[src/rtl/counter.sv]
// rtl/counter.sv - up-counter with terminal-count flag and registered wrap pulse
// Optional build macro COUNTER_SATURATE_EN: hold at MAX_VALUE instead of wrapping.
module counter #(
  parameter int              WIDTH     = 2,
  parameter longint unsigned MAX_VALUE = (64'd1 << WIDTH) - 64'd1
) (
  input  logic             clock,
  input  logic             reset,
  input  logic             enable,
  output logic [WIDTH-1:0] out,
  output logic             tc,
  output logic             wrap
);

  localparam logic [WIDTH-1:0] max_c = WIDTH'(MAX_VALUE);
  localparam logic [WIDTH-1:0] one_c = WIDTH'(1);

  logic             at_max;
  logic [WIDTH-1:0] out_nxt;
  logic             wrap_nxt;

  assign at_max = (out == max_c);

  always_comb begin
    out_nxt  = out;
    wrap_nxt = 1'b0;
    if (enable) begin
      if (at_max) begin
`ifdef COUNTER_SATURATE_EN
        out_nxt  = out;
`else
        out_nxt  = '0;
        wrap_nxt = 1'b1;
`endif
      end else begin
        out_nxt = out + one_c;
`ifdef COUNTER_SATURATE_EN
        // saturation is only ever entered from MAX_VALUE-1, so this fires once
        wrap_nxt = (out_nxt == max_c);
`endif
      end
    end
  end

  always_ff @(posedge clock) begin
    if (!reset) begin
      out  <= '0;
      wrap <= 1'b0;
    end else begin
      out  <= out_nxt;
      wrap <= wrap_nxt;
    end
  end

  assign tc = at_max & enable & reset;

endmodule

[config.mk]
export PLATFORM = sky130hd
export DESIGN_NAME = counter
export DESIGN_NICKNAME = d
export VERILOG_FILES = /design/src/rtl/counter.sv
export SDC_FILE = /design/constraint.sdc
export NUM_CORES = 1
export LEC_CHECK = 0
export CORE_AREA = 2 2 39 41
export CTS_BUF_LIST = sky130_fd_sc_hd__clkbuf_8
export CTS_CLUSTER_SIZE = 24
export DETAILED_ROUTE_END_ITERATION = 16
export DIE_AREA = 0 0 41 43
export GPL_TIMING_DRIVEN = 0
export PLACE_DENSITY = 0.33
export SYNTH_ARGS = -nofsm -noshare
export SYNTH_HDL_FRONTEND = slang
export SYNTH_SLANG_ARGS = --single-unit
[constraint.sdc]
create_clock -name clock -period 0.8 [get_ports clock]
set_input_delay 0.08 -clock clock [delete_from_list [all_inputs] [get_ports clock]]
set_output_delay 0.08 -clock clock [all_outputs]
set_load 0.005 [all_outputs]
Word level (Yosys, flattened, before mapping)
Cells that the tools add are included.
{ "word_totals": {"elab_cells": 9, "inputBits": 3, "ff_bits": 3, "output_inout_bits": 4} }
{ "classes": {"n_eq_ne": 1, "n_mux": 2, "addsub": 1, "bitwise_logic": 2, "n_reduce_logical": 1} }
{ "op_table": {"columns": ["operator", "n"], "rows": [
  ["$add A2 B1 Y2 const B", 1],
  ["$and A1 B1 Y1", 2],
  ["$eq A2 B2 Y1 const B", 1],
  ["$mux W2", 1],
  ["$reduce_and A2 Y1", 1],
  ["$mux W1", 1]
]} }

Logic depth before layout (Yosys ltp)
{ "logic_depth": {"ltp_word": 3, "mapped_depth": 3, "ltp_nobuf": 3} }

Worst setup path before layout
OpenSTA, ideal clock, no wires.
{ "synth_path": {"kind": "register to register", "start": "register out[0]", "end": "register out[1]", "path_stages_with_launch": 4, "required_ps": 684, "n_path_buf": 0, "period_less_slack_ps": 893, "t_arrival_ps": 777, "setup_time_ps": 116, "slack_ps": -93, "path_cell_list": "dfxtp_1 > ha_1 > mux2i_1 > nor2b_1"} }
{ "synth_via": {"elab_chain_len": 2, "elab_cells_between_ends": 3, "classes_between": "add/sub: 1; eq/ne: 1; mux: 1"} }
{ "synth_lines": {"columns": ["element", "line", "text"], "rows": [
  ["start: declaration", "10", "output logic [WIDTH-1:0] out,"],
  ["start signal: assignment", "50", "out <= out_nxt;"],
  ["$add A2 B1 Y2 / $eq A2 B2 Y1 (equally long branches)", "36, 22", null],
  ["$mux W2 (*)", "28", "if (at_max) begin"]
]} }
Mark *: on every way between the ends. The rest lies on a longest branch, timed or not.
A chain may end at the register's enable or synchronous reset.

Worst setup path after layout
{ "layout_path": {"start": "register out[0]", "end": "output port tc"} }
{ "layout_via": {"elab_chain_len": 3} }
{ "layout_lines": {"columns": ["element", "line", "text"], "rows": [
  ["$eq A2 B2 Y1", "22", "assign at_max = (out == max_c);"],
  ["named net at_max", "18", "logic at_max;"],
  ["$and A1 B1 Y1 (2 in a row)", "55", "assign tc = at_max & enable & reset;"],
  ["end: declaration", "11", "output logic tc,"]
]} }
The timed path passes the listed nets, and every way through them passes these cells.

==> impl_metrics.ini <==
[synth]
synth_top_family_by_area = simple AND/OR/NAND/NOR gates
synthXorXnorAreaFrac_pct = 0
synth_nets = 15
synth_top_cell_by_area = dfxtp_1
synthCells = 11
synth_cell_type_count = 7
synth_compound_area_share_pct = 5.77
synthAdderAreaFrac_pct = 9.62
netlist.area_leader.share_pct = 46.2
avgSynthCellArea_um2 = 11.8
synth_seq_cells = 3
synth-simple-area-share_pct = 30.8
muxShareOfSynthArea_pct = 7.69
synth_area_um2 = 130
yosysWarnings = 0
synthTopCellsByArea = dfxtp_1 46%, and3_2 12%, ha_1 9.6%
ys_seq_area_share_pct = 46.2

[timing]
tightest_slew_ns = 0.189
skew_ns = 0.00319
hold_viol = 0
period_needed_ns = 1.05
finalSetupViolations = 6
setup_ws_ns = -0.248
grt_setup_unrepaired = yes
drv_slew = 0
slew_headroom_pct = 87.3
finalCritPeriodShare_pct = 131
setup_tns_ns = -0.668
fmax_ghz = 0.954

[floorplanning]
start_util_pct = 9.40
io_pins = 7
core_area_mm2 = 0.00138
rows = 14
dieHeight_um = 43
die_x_um = 41
dieArea_mm2 = 0.00176

[route]
drtIter0Drc = 0
antenna_left = 0
dr.pass1.iters = 1
finalWirelength_um = 351
viasPerCell = 3.29
drc = 0
routed-via-count = 135
post_drt_wl_per_cell_um = 8.56

[global_route]
grt_pass1_vias = 144
antenna_found_initial = 0
grt_max_degree = 6
track_usage_pct = 5.71
grt_pass1_wl_um = 558
grt-ovfl-total = 0

[placed_design]
gp_congestion = 0.511
place_area_um2 = 225
io_buffer_count = 6
pre_cts_slack_ns = -0.581

[worst_setup_path]
required_ns = 0.72
worstSetupPathType = reg2out
end_kind = primary output
worstPathArrival_ns = 0.97
setup.worst_path.start = out[0]
reg2reg_from = out[0]
startpoint_type = flip-flop
worst-path-max-fanout = 2

[cells_and_area]
syn2layout_area_growth_pct = 140
nets = 30
num_antenna_cells = 0
multiInputGateArea_um2 = 90.1
fillers = 149
fin_area_um2 = 313
register_area_um2 = 65.1
drive_above_1_share_pct = 68.0

[hold_path]
hp-start = reset
hold_class = in2reg

[outcome]
outcome = complete, but fails checks
violations = negative setup slack

[clock_tree]
holdBufCountCts = 0
clockBufferDepth = 2
cts_sinks = 3
cts_buffers = 3
cts_root_buf = clkbuf_8
clkTransAtPathRegs_ns = 0.03
htreeDepth = 1
clock_latency_ns = 0.22
cts_tree = yes

[power]
powerDensity_mw_per_mm2 = 2170
max-vdd-ir-drop_mv = 0.768
p_leak_nw = 0.138

[flow_run]
drv_cap = 0
worst paths after layout:
path	end	slack [ns]	cells past startpoint
worst min-delay path	out[0]	0.51	2
worst min register to register	out[1]	0.63	3
worst max-delay path	tc	-0.25	3
worst max register to register	out[0]	-0.19	4
layout make-up:
type | count | share of cell area, %
clock buffer | 3 | 13.2
clock inverter | 1 | 1.20
multi-input combinational | 8 | 28.8
sequential | 3 | 20.8
tap | 16 | 6.40
timing repair buffer | 10 | 29.6
sequential cells by signal, summed over array words and instances, names as in the netlist:
signal  cells
out         2
wrap        1
metrics by stage:
stage          utilization, %  power, W  hold WS, ns  cells
4_1_cts                  23.5  0.000703        0.485     42
5_1_grt                  22.6  0.000720        0.527     41
3_5_place_dp             16.3  0.000229        0.542     33
6_report                 22.6  0.000679        0.511     41
3_3_place_gp             16.3  0.000228        0.542     33
2_1_floorplan               -  0.000196        0.198     11
where the power goes:
group / leakage [nW] / switching, W / internal, W
clock network: 0.0269 / 0.000101 / 0.000327
logic: 0.0859 / 0.0000264 / 0.0000568
registers: 0.0256 / 0.00000841 / 0.000159
cells in the mapped netlist, drive strengths merged:
| cell | n |
|---|---|
| mux2i | 1 |
| dfxtp | 3 |
| ha | 1 |
| and3 | 2 |
| nor2b | 2 |
| o21a | 1 |
| nor3b | 1 |
critical path, stage by stage, from the launching register on:
cell and delay, ns:
dfxtp_4 0.34, ha_4 0.15, and3_4 0.16, buf_6 0.11
logic make-up (layout without fill, tap and decap cells):
kind of cell	after synthesis	after routing
mux	1	1
fa+ha+maj	1	1
simple gates	5	5
buf+inv	0	14
flops	3	3
compound gates	1	1
metal layers:
metal	wire (µm)	up-vias	track usage, %	part of all wire (%)
li1	-	67	-	-
met1	157	61	5.43	45
met2	146	7	5.94	42
met3	47	0	6.28	13
met4	0	0	6.00	0
met5	0	-	0	0
repair_timing:
item | in CTS | in global routing
setup endpoints to repair | 6 | 7
gates resized for setup | 21 | 2
buffers inserted | 5 | 0
gates cloned | 0 | 0
pin swaps | 2 | 1
endpoints found under the hold margin | 0 | 0
cells in the final DEF, fill, tap and decap left out, drive strengths merged:
cell type and n:
o21a 1, ha 1, clkdlybuf4s50 2, nor3b 1
mux2i 1, clkbuf 4, dfxtp 3, buf 7
inv 1, and3 2, nor2b 2
Power figures use the tool's default switching activity.
